### src/rtl/burst_grant_mux.sv
// Burst ownership lock behind a one-hot arbiter grant.
// Routes the owning master onto one shared channel for m_len+1 beats.
module burst_grant_mux #(
    parameter int num_master = 4,
    parameter int data_w     = 8,
    parameter int len_w      = 4
) (
    input  logic                         clk,
    input  logic                         rst,
    input  logic [num_master-1:0]        grant,
    input  logic [num_master-1:0]        m_valid,
    input  logic [num_master*data_w-1:0] m_data,
    input  logic [num_master*len_w-1:0]  m_len,
    output logic [num_master-1:0]        m_ready,
    output logic                         out_valid,
    output logic [data_w-1:0]            out_data,
    input  logic                         out_ready,
    output logic [num_master-1:0]        owner,
    output logic                         busy,
    output logic                         done,
    output logic                         grant_err
);

    typedef enum logic {
        IDLE = 1'b0,
        XFER = 1'b1
    } state_t;

    localparam logic [num_master-1:0] G_ONE = num_master'(1);
    localparam logic [len_w-1:0]      L_ONE = len_w'(1);

    state_t                  state_q, state_d;
    logic [num_master-1:0]   owner_q, owner_d;
    logic [len_w-1:0]        cnt_q, cnt_d;
    logic                    done_q, done_d;
    logic                    err_q, err_d;

    logic                    multi_hot;
    logic [len_w-1:0]        len_sel;
    logic                    sel_valid;
    logic [data_w-1:0]       sel_data;
    logic                    beat;

    // Clearing the lowest set bit leaves a residue only for multi-hot grants.
    assign multi_hot = |(grant & (grant - G_ONE));

    always_comb begin
        len_sel = '0;
        for (int i = 0; i < num_master; i++) begin
            if (grant[i]) begin
                len_sel = len_sel | m_len[i*len_w +: len_w];
            end
        end
    end

    always_comb begin
        sel_valid = 1'b0;
        sel_data  = '0;
        for (int i = 0; i < num_master; i++) begin
            if (owner_q[i]) begin
                sel_valid = sel_valid | m_valid[i];
                sel_data  = sel_data | m_data[i*data_w +: data_w];
            end
        end
    end

    always_comb begin
        out_valid = 1'b0;
        out_data  = '0;
        m_ready   = '0;
        if (state_q == XFER) begin
            out_valid = sel_valid;
            out_data  = sel_data;
            m_ready   = owner_q & {num_master{out_ready}};
        end
    end

    assign beat = out_valid & out_ready;

    always_comb begin
        state_d = state_q;
        owner_d = owner_q;
        cnt_d   = cnt_q;
        done_d  = 1'b0;
        err_d   = 1'b0;
        unique case (state_q)
            IDLE: begin
                if (multi_hot) begin
                    err_d = 1'b1;
                end else if (|grant) begin
                    owner_d = grant;
                    cnt_d   = len_sel;
                    state_d = XFER;
                end
            end
            XFER: begin
                if (beat) begin
                    if (cnt_q == '0) begin
                        state_d = IDLE;
                        owner_d = '0;
                        done_d  = 1'b1;
                    end else begin
                        cnt_d = cnt_q - L_ONE;
                    end
                end
            end
            default: begin
                state_d = IDLE;
                owner_d = '0;
                cnt_d   = '0;
            end
        endcase
    end

    always_ff @(posedge clk or posedge rst) begin
        if (rst) begin
            state_q <= IDLE;
            owner_q <= '0;
            cnt_q   <= '0;
            done_q  <= 1'b0;
            err_q   <= 1'b0;
        end else begin
            state_q <= state_d;
            owner_q <= owner_d;
            cnt_q   <= cnt_d;
            done_q  <= done_d;
            err_q   <= err_d;
        end
    end

    assign owner     = owner_q;
    assign busy      = (state_q == XFER);
    assign done      = done_q;
    assign grant_err = err_q;

endmodule

### config.mk
export PLATFORM = sky130hd
export DESIGN_NAME = burst_grant_mux
export DESIGN_NICKNAME = d
export VERILOG_FILES = /design/src/rtl/burst_grant_mux.sv
export SDC_FILE = /design/constraint.sdc
export NUM_CORES = 1
export LEC_CHECK = 0
export BUFFER_PORTS_ARGS = -buffer_cell sky130_fd_sc_hd__buf_2
export CORE_MARGIN = 2
export CORE_UTILIZATION = 36
export CTS_CLUSTER_SIZE = 20
export DETAILED_ROUTE_END_ITERATION = 8
export PLACE_DENSITY = 0.8
export SETUP_SLACK_MARGIN = 0.02
export SYNTH_ARGS = -nofsm -noshare
export SYNTH_HDL_FRONTEND = slang
export SYNTH_SLANG_ARGS = --single-unit
### constraint.sdc
create_clock -name clk -period 1.7 [get_ports clk]
set_clock_uncertainty 0.2 [all_clocks]
set_input_delay 0.085 -clock clk [delete_from_list [all_inputs] [get_ports clk]]
set_output_delay 0.085 -clock clk [all_outputs]
set_load 0.02 [all_outputs]
# Yosys cells after proc, flatten, opt, wreduce, memory -nomap -nowiden
# Cells that the tools add are included.
totals:
  reg_bits: 11
  input_bits: 59
classes:
  add_sub_neg: 2
  eq_ne: 5
  muxes: 35
  n_bitwise: 13
  reduce_logical: 5
ops:
  columns: ["op", "count"]
  rows:
  - ["4-bit 2-to-1 mux", 13]
  - ["8-bit 2-to-1 mux", 5]
  - ["8-bit OR", 3]
  - ["4-bit one-hot mux with 2 select lines", 2]
  - ["1-bit 2-to-1 mux", 14]
  - ["4-bit OR", 3]
  - ["4-bit bitwise AND", 2]
  - ["4-bit AND reduction", 2]
  - ["4-bit OR reduction", 2]
  - ["4-bit by 1-bit subtractor with 4-bit output, second input constant", 2]
  - ["2-bit inequality test, second input constant", 3]
  - ["4-bit zero test", 1]
  - ["2-bit by 1-bit inequality test with 1-bit output, second input constant", 2]
  - ["1-bit OR", 3]
  - ["1-bit one-hot mux with 2 select lines", 1]
  - ["1-bit bitwise AND", 1]
  - ["1-bit inverter", 1]

# Longest topological paths before layout
# Gate-level depths: netlist of run 1.
logic_depth:
  word_depth: 11
  depth_mapped: 6
  mapped_depth_nobuf: 6

# Worst setup path before layout of run 1
# No wires, ideal clock.
synth_path:
  path_kind: "register to register"
  start: "reg cnt_q[0]"
  end: "reg cnt_q[1]"
  t_arrival_ps: 1320
  setup_slack_ps: 45
  path_stages_with_launch: 7
  n_path_buf: 0
  synth_period_minus_slack_ps: 1655
  path_cell_list: "dfrtp_1 inv_1 ha_1 nor3b_1 a211o_1 a211oi_1 a211oi_1"
synth_via:
  elab_chain_len: 4
synth_rtl:
  columns: ["item", "line_no", "text"]
  rows:
  - ["start: declaration", "34", "logic [len_w-1:0] cnt_q, cnt_d;"]
  - ["start signal: assignment", "125", "cnt_q <= cnt_d;"]
  - ["4-bit by 1-bit subtractor with 4-bit output", "103", "cnt_d = cnt_q - L_ONE;"]
  - ["4-bit 2-to-1 mux", "98", "if (cnt_q == '0) begin"]
  - ["4-bit 2-to-1 mux", "97", "if (beat) begin"]
  - ["4-bit one-hot mux with 2 select lines", "86", "unique case (state_q)"]
# Parallel ways exist; a longest one is shown, timed or not. The select of a mux whose other input is x is not followed.
# A chain may end at the register's enable or synchronous reset.

# Worst setup path in the final report of run 1
# Same ends and word-level chain as after synthesis.

==> qor.yml, run 1 <==
grt:
  met2_usage_pct: 36.3
  grtUsageMet1_pct: 27.5
  top_usage_layer: "met2"
  use_met3_pct: 1.36
  grt_pass1_wl_um: 5530
  grt_max_degree: 12
  grt_pass1_vias: 1299
  grt-ovfl-total: 0
  antenna_found_initial: 0
  track_usage_pct: 20.9
finish:
  seq_area_um2: 275
  syn_to_final_growth_pct: 57.1
  antenna_cells: 0
  layout_common_cells: "buf_2, a22oi_1, a21oi_1"
  multiInputGateArea_um2: 694
  fillers: 284
  layoutNonFillerInstCount: 248
  drive_gt1_share_pct: 48.4
  final_common_cell: "buf_2"
  nets: 278
power_and_ir_drop:
  power.switching_mw: 1.06
  power.density_nw_per_um2: 1360
  power_frac_seq_pct: 20.3
  p_leak_nw: 0.833
  p_sw_share_pct: 49.0
  cell_internal_pwr_mw: 1.11
  worst_ir_drop_vdd_v: 0.000967
  p_comb_share_pct: 71.3
  p_clk_share_pct: 8.3
critical_path:
  crit_slowest_cell: "dfrtp_1"
  critPathMaxFanout: 3
  critPathMaxStageDelay_ps: 360
  crit_buf_inv: 1
  crit_arrival_ps: 1600
  critPathTopFamily: "compound AO/OA/AOI/OAI gates"
  required_ps: 1650
  reg2reg_slack_ps: 50
  crit_path_start_kind: "flip-flop"
  crit_path_end_kind: "flip-flop"
  critPathKind: "flip-flop to flip-flop"
  worstPathCellList: "inv_2 -> ha_4 -> nor3b_4 -> a211o_1 -> a211oi_2 -> a211oi_1"
synth:
  synth.ff_latch_count: 11
  synth_cell_types: 32
  yosys-top-cells-area: "dfrtp_1, a22oi_1, a21oi_1, inv_1, a22o_1"
  synth_seq_area_share_pct: 27.1
  synth_top_area_cell: "dfrtp_1"
  netlist.area_leader.share_pct: 27.1
  synth_cells: 129
  syn_avg_cell_area_um2: 7.88
  synth_nets: 189
  yosysWarnings: 0
  syn_area_um2: 1020
floorplan:
  rows: 19
  start_util_pct: 37.5
  dieHeight_um: 57.1
  fp.coreArea_um2: 2710
  dieArea_um2: 3260
  dieWidth_um: 57.1
  ios: 79
clocking:
  cts_sinks: 11
  max-clock-path-buffers: 2
  cts_buffers: 3
  tritoncts: "yes"
  clkTransAtPathRegs_ps: 70
  clockRootBuffer: "clkbuf_4"
  clk_latency_ps: 270
  htree_levels: 1
drt:
  wire_per_inst_um: 13.8
  viasPerCell: 5.50
  finalWirelength_um: 3410
  drt_iter0_markers: 46
  postRouteAntennaNets: 0
  dr_total_vias: 1363
  firstDrtPassIters: 4
  drc: 0
place:
  gp_congestion: 0.899
  dp_hpwl_um: 2620
  numPortBuffers: 78
  dpl.cell_count: 237
timing:
  fmax_ghz: 0.605
  tns_ps: 0
  fin_crit_ps: 1650
  rsz0062_at_grt: "true"
  worst_hold_slack_ps: 11.4
  min_period_over_period_pct: 97.2
  finalSetupViolations: 0
  worst_pin_slew_ps: 444
  hold_viol: 0
  relSlewSlack_pct: 70.2
  slew_viol_final: 0
min_path:
  hp-class: "input pin to flip-flop"
flow_run:
  max_cap_viol_count: 0
outcome:
  outcome: "finished clean"
worst paths after layout:
kind / start / endpoint / depth (start not counted)
min in group asynchronous: rst / grant_err / 3
max in group asynchronous: rst / cnt_q[2] / 3
worst min-delay path: grant[3] / owner[3] / 3
worst max register to register: cnt_q[0] / cnt_q[1] / 6
worst max-delay path: cnt_q[0] / cnt_q[1] / 6
worst min register to register: cnt_q[3] / cnt_q[3] / 2
state kept, by name (all words and copies together) (netlist names):
name / flops
cnt_q: 4
owner: 4
done: 1
grant_err: 1
busy: 1
cell usage after synthesis:
master and n:
a2111oi_0 1, a211o_1 1, a211oi_1 2, a21o_1 1, a21oi_1 15, a21oi_4 1
a22o_1 4, a22oi_1 24, a41oi_1 1, and2_1 1, and3_1 4, buf_2 1
buf_6 2, clkbuf_1 7, dfrtp_1 11, ha_1 1, inv_1 10, mux2i_1 3
nand2_1 8, nand3_1 3, nor2_1 4, nor3_1 7, nor3_2 1, nor3b_1 1
nor4_1 2, nor4b_2 1, o211ai_1 2, o21ai_0 6, o221ai_1 1, or3_1 1
or3_4 1, xnor2_1 1
cell families (layout without fill, tap and decap cells):
logic type | count (synthesis) | in the layout | synth area share [%]
compound gates | 59 | 59 | 40.3
xor+xnor | 1 | 1 | 0.862
fa+ha+maj | 1 | 1 | 1.23
buf+inv | 20 | 108 | 8.99
flops | 11 | 11 | 27.1
mux | 3 | 3 | 2.96
simple gates | 34 | 34 | 18.6
cell type report:
| cell class | instances | share of cell area [%] |
|---|---|---|
| Multi-Input combinational cell | 98 | 43.5 |
| Sequential cell | 11 | 17.2 |
| Clock inverter | 1 | 0.313 |
| Timing Repair Buffer | 94 | 32.8 |
| Clock buffer | 3 | 1.41 |
| Inverter | 10 | 2.35 |
| Tap cell | 31 | 2.43 |
worst reg2reg max path, delay by kind of cell, from the launching register on:
| kind | cells | cell delay, ps |
|---|---|---|
| flip-flops | 1 | 360 |
| AND/OR/NAND/NOR | 1 | 150 |
| buffers and inverters | 1 | 60 |
| adder cells (fa/ha/maj) | 1 | 150 |
| AO/OA/AOI/OAI | 3 | 600 |
routing by layer:
layer | up-vias | part of all wire, %
met5 | - | 0
met4 | 0 | 1.5
met3 | 7 | 5.0
met2 | 49 | 50
met1 | 636 | 43
li1 | 671 | -
power groups by stage:
stage	Clock [mW]	Sequential, mW	Combinational [mW]
final	0.181	0.441	1.55
after CTS	0.187	0.424	1.42
after detailed placement	0	0.427	1.40
after floorplan	0	0.490	0.836
after global routing	0.198	0.457	1.68
after global placement	0	0.425	1.38
repair_timing:
| item | CTS | global route |
|---|---|---|
| pin swaps | 0 | 5 |
| endpoints found under the setup margin | 7 | 7 |
| hold endpoints to repair | 15 | 0 |
| hold buffers | 5 | 0 |
| gates resized for setup | 1 | 11 |
| buffers inserted | 1 | 1 |
per-stage QoR:
step           util (%)  setup slack (ps)  power (mW)  cell area [µm²]
5_1_grt            58.9             -9.98        2.34             1600
4_1_cts            57.2              19.8        2.03             1550
3_3_place_gp       53.8              45.2        1.81             1460
6_report           58.9              47.5        2.17             1600
3_5_place_dp       53.8             -22.1        1.83             1460
2_1_floorplan         -              45.5        1.33             1020
No activity file was read; power rests on OpenSTA's default activity.
==> run 2: changes to the inputs <==
--- a/config.mk
+++ b/config.mk
@@ -6,6 +6,7 @@
 export NUM_CORES = 1
 export LEC_CHECK = 0
 export BUFFER_PORTS_ARGS = -buffer_cell sky130_fd_sc_hd__buf_2
+export CORE_ASPECT_RATIO = 1.1
 export CORE_MARGIN = 2
 export CORE_UTILIZATION = 36
 export CTS_CLUSTER_SIZE = 20
==> run 2 against run 1 <==
Compared with the run above:
- core utilization is 1.3 points higher
- largest power group unchanged
- sequential power hardly changed
- non-clock buffer count is 3 higher
- routed wire length increased by 2.3%
- critical path type is now flip-flop to primary output
- via count is 2.5% higher
- register-to-register slack is essentially flat
- count of clock-buffer cells in the layout stayed put
- power grew 1.4%
- hold slack lost 9.8 ps
- maximum frequency is 0.26% lower
==> qor.yml, run 2 (same netlist as run 1, synthesis figures left out) <==
place:
  numPortBuffers: 78
  dp_hpwl_um: 2540
  gp_congestion: 0.882
finish:
  antenna_cells: 0
  nets: 281
  syn_to_final_growth_pct: 61.6
  drive_gt1_share_pct: 51.4
  final_common_cell: "buf_2"
  finish.utilization_pct: 60.2
  layout_common_cells: "buf_2, a22oi_1, a21oi_1"
  fillers: 237
power_and_ir_drop:
  p_sw_share_pct: 49.4
  p_leak_nw: 0.840
  p_clk_share_pct: 8.3
  p_comb_share_pct: 71.7
  worst_ir_drop_vdd_v: 0.000748
  cell_internal_pwr_mw: 1.11
  power_frac_seq_pct: 20.1
  power.switching_mw: 1.09
  power.density_nw_per_um2: 1340
critical_path:
  reg2reg_slack_ps: 50
  crit_arrival_ps: 1370
  critPathKind: "flip-flop to primary output"
  critPathMaxFanout: 7
  r2r_end: "cnt_q[1]"
  crit_path_end_kind: "primary output"
  reg2regPathDepth: 6
  startpoint: "busy"
  reg2reg_from: "cnt_q[0]"
  crit_path_start_kind: "flip-flop"
  required_ps: 1410
grt:
  track_usage_pct: 21.6
  antenna_found_initial: 0
  grt_pass1_wl_um: 5370
  grt-ovfl-total: 0
  grt_max_degree: 12
  grt_pass1_vias: 1329
timing:
  relSlewSlack_pct: 68.4
  fin_crit_ps: 1660
  worst_pin_slew_ps: 470
  finalSetupViolations: 0
  slew_viol_final: 0
  fmax_ghz: 0.604
  rsz0062_at_grt: "true"
  min_period_over_period_pct: 97.5
  tns_ps: 0
  hold_viol: 0
clocking:
  cts_buffers: 3
  clockRootBuffer: "clkbuf_4"
  cts_sinks: 11
  clkTransAtPathRegs_ps: 70
  max-clock-path-buffers: 2
  htree_levels: 1
  tritoncts: "yes"
  clk_latency_ps: 280
min_path:
  hp-start: "grant[3]"
  hold_path_end: "owner[3]"
  holdPathStages: 3
  hp-class: "input pin to flip-flop"
floorplan:
  ios: 79
  rows: 20
  dieArea_um2: 3260
  fp.coreArea_um2: 2730
  dieHeight_um: 59.7
  dieWidth_um: 54.7
  start_util_pct: 37.2
flow_run:
  max_cap_viol_count: 0
drt:
  firstDrtPassIters: 4
  dr_total_vias: 1397
  drt_iter0_markers: 63
  postRouteAntennaNets: 0
  finalWirelength_um: 3490
  viasPerCell: 5.52
  drc: 0
  wire_per_inst_um: 13.8
outcome:
  outcome: "finished clean"
-- run 2: worst max-delay path by stage --
stage             endpoint  slack, ps
4_1_cts           cnt_q[1]          8
6_report       out_data[4]         40
3_3_place_gp      owner[3]         40
2_1_floorplan     cnt_q[1]         50
5_1_grt        out_data[4]        -30
3_5_place_dp      cnt_q[1]          5
-- run 2: critical path: stages, from the launching register on --
cell and delay, ps:
dfrtp_2 420, clkinvlp_4 160, buf_4 190, a21oi_1 140
buf_2 190
-- run 2: cell type report --
class / count / area (µm²) / area share [%]
Clock buffer: 3 / 22.5 / 1.37
Sequential cell: 11 / 277 / 16.8
Tap cell: 33 / 41.3 / 2.52
Clock inverter: 1 / 5.00 / 0.305
Multi-Input combinational cell: 98 / 709 / 43.2
Inverter: 10 / 41.3 / 2.52
Timing Repair Buffer: 97 / 546 / 33.2
-- run 2: through the flow --
stage | total power [mW] | instance area, µm² | std cells | worst slack [ps] | hold WS (ps)
2_1_floorplan | 1.33 | 1020 | 129 | 45.5 | -263
3_3_place_gp | 1.81 | 1460 | 239 | 44.0 | -106
3_5_place_dp | 1.83 | 1460 | 239 | 4.61 | -109
4_1_cts | 2.02 | 1550 | 248 | 7.84 | 2.91
5_1_grt | 2.37 | 1640 | 253 | -34.1 | 18.8
6_report | 2.20 | 1640 | 253 | 43.1 | 1.65
-- run 2: metal layers --
| metal | wire, µm | track usage [%] | share of wire (%) |
|---|---|---|---|
| met5 | 0 | 0 | 0 |
| met4 | 67 | 8.21 | 1.9 |
| met3 | 250 | 1.75 | 7.2 |
| met2 | 1690 | 36.9 | 48 |
| met1 | 1480 | 27.8 | 42 |
-- run 2: power by group through the flow --
stage	sequential [mW]	combinational, mW	clock [mW]
2_1_floorplan	0.490	0.836	0
3_3_place_gp	0.423	1.39	0
3_5_place_dp	0.427	1.40	0
4_1_cts	0.424	1.42	0.185
5_1_grt	0.453	1.72	0.196
6_report	0.441	1.58	0.182
-- run 2: timing repair --
item / CTS / global route
hold buffers: 5 / 0
hold endpoints to repair: 15 / 0
buffers inserted: 0 / 5
endpoints found under the setup margin: 12 / 13
gates resized for setup: 2 / 14
pin swaps: 0 / 6
==> run 3: changes to the inputs <==
--- a/config.mk
+++ b/config.mk
@@ -8,10 +8,11 @@
 export BUFFER_PORTS_ARGS = -buffer_cell sky130_fd_sc_hd__buf_2
 export CORE_ASPECT_RATIO = 1.1
 export CORE_MARGIN = 2
-export CORE_UTILIZATION = 36
+export CORE_UTILIZATION = 37
+export CTS_BUF_LIST = sky130_fd_sc_hd__clkbuf_8
 export CTS_CLUSTER_SIZE = 20
 export DETAILED_ROUTE_END_ITERATION = 8
-export PLACE_DENSITY = 0.8
+export PLACE_DENSITY = 0.82
 export SETUP_SLACK_MARGIN = 0.02
 export SYNTH_ARGS = -nofsm -noshare
 export SYNTH_HDL_FRONTEND = slang
==> run 3 against run 2 <==
Compared with the run above:
- the run now ends with negative hold slack left
- die area fell by 2.5%
- setup slack improved by 2.1 ps
- global-route usage rose by 1.7 points
- first-iteration DRC count fell by 32%
- non-clock buffer count fell by 4
- final cell count fell by 2.4%
- via count fell by 0.14%
- combinational power barely moved
- highest routed layer unchanged
==> qor.yml, run 3 (same netlist as run 1, synthesis figures left out) <==
clocking:
  clockRootBuffer: "clkbuf_8"
  max-clock-path-buffers: 2
  cts_sinks: 11
  clk_latency_ps: 240
  htree_levels: 1
  cts_buffers: 3
  tritoncts: "yes"
  clkTransAtPathRegs_ps: 50
min_path:
  hp-class: "input pin to flip-flop"
  holdPathStages: 3
drt:
  drt_iter0_markers: 43
  dr_total_vias: 1395
  finalWirelength_um: 3460
  wire_per_inst_um: 14.0
  firstDrtPassIters: 4
  viasPerCell: 5.65
  postRouteAntennaNets: 0
  drc: 0
timing:
  rsz0062_at_grt: "true"
  fin_crit_ps: 1650
  finalSetupViolations: 0
  tns_ps: 0
  relSlewSlack_pct: 69.3
  hold_viol: 1
  fmax_ghz: 0.604
  min_period_over_period_pct: 97.3
  worst_hold_slack_ps: -2.29
  slew_viol_final: 0
  worst_pin_slew_ps: 457
critical_path:
  critPathTopFamily: "compound AO/OA/AOI/OAI gates"
  required_ps: 1620
  crit_arrival_ps: 1580
  critPathKind: "flip-flop to flip-flop"
  crit_path_start_kind: "flip-flop"
  worst-path-stages: 5
  reg2regPathDepth: 5
  crit_buf_inv: 1
  worstPathCellList: "buf_4 -> a22oi_2 -> a211o_1 -> mux2i_1 -> nor3_1"
  critPathMaxFanout: 5
  critPathMaxStageDelay_ps: 420
  crit_path_end_kind: "flip-flop"
  crit_slowest_cell: "dfrtp_1"
grt:
  grt_pass1_wl_um: 5590
  antenna_found_initial: 0
  grt-ovfl-total: 0
  track_usage_pct: 23.3
  grt_pass1_vias: 1310
  grt_max_degree: 12
floorplan:
  start_util_pct: 39.9
  fp.coreArea_um2: 2540
  rows: 19
  dieArea_um2: 3180
  dieHeight_um: 59.0
  ios: 79
  dieWidth_um: 54.0
power_and_ir_drop:
  worst_ir_drop_vdd_v: 0.000739
  power.density_nw_per_um2: 1420
  p_leak_nw: 0.834
finish:
  nets: 277
  syn_to_final_growth_pct: 58.1
  drive_gt1_share_pct: 50.0
  layoutNonFillerInstCount: 247
  layout_common_cells: "buf_2, a22oi_1, a21oi_1"
  antenna_cells: 0
  final_common_cell: "buf_2"
outcome:
  outcome: "complete, but fails checks"
  violations: "negative hold slack"
place:
  dpl.cell_count: 238
  numPortBuffers: 78
  dp_hpwl_um: 2610
  gp_congestion: 0.927
flow_run:
  max_cap_viol_count: 0
[run 3: cell types whose count changed in the layout (fill, tap and decap cells not counted), sizes merged]
| cell | previous run | this run |
|---|---|---|
| clkinv | 1 | 0 |
| dlygate4sd3 | 5 | 1 |
| inv | 9 | 10 |
[run 3: through the flow]
| step | total power [mW] | setup WS, ps | hold slack, ps | util (%) | instance area [µm²] |
|---|---|---|---|---|---|
| global placement | 1.81 | 65.0 | -103 | 57.6 | 1470 |
| CTS | 2.15 | 16.2 | 7.59 | 60.7 | 1540 |
| global route | 2.46 | -27.1 | 26.2 | 63.2 | 1610 |
| floorplan | 1.33 | 45.5 | -263 | - | 1020 |
| finish | 2.28 | 45.3 | -2.29 | 63.2 | 1610 |
| detailed placement | 1.83 | -30.5 | -98.4 | 57.6 | 1470 |
[run 3: layout make-up]
class	instances	area [µm²]
Inverter	10	41.3
Clock buffer	3	41.3
Sequential cell	11	275
Multi-Input combinational cell	98	694
Clock inverter	1	3.75
Tap cell	31	38.8
Timing Repair Buffer	93	512
Fill cell	238	937
[run 3: tightest hold or removal path, stage by stage]
cell,delay (ps)
buf_2,170
nand3_1,100
o21ai_1,50
[run 3: worst paths after layout]
path | from | to | slack, ps
worst min-delay path | grant[3] | owner[3] | -2
max in group asynchronous | rst | done | 830
worst min register to register | cnt_q[3] | cnt_q[3] | 430
min in group asynchronous | rst | cnt_q[0] | 180
worst max register to register | owner[0] | cnt_q[0] | 50
worst max-delay path | owner[0] | cnt_q[0] | 50
[run 3: repair_timing]
item,CTS,global route
hold buffers,1,0
setup endpoints to repair,7,19
endpoints found under the hold margin,11,0
buffers inserted,0,4
gates resized for setup,5,11
pin swaps,3,7
[run 3: report_power, final]
group	internal [mW]	switching, mW	total (mW)
Sequential	0.352	0.0934	0.446
Clock	0.158	0.0978	0.256
Combinational	0.688	0.888	1.58
[run 3: metal layers]
metal / GRT usage, % / vias to the layer above / part of all wire [%]
met5: 0 / - / 0
met4: 12.8 / 0 / 2.8
met3: 2.54 / 14 / 8.6
met2: 37.1 / 74 / 49
met1: 30.4 / 638 / 40
li1: - / 669 / -
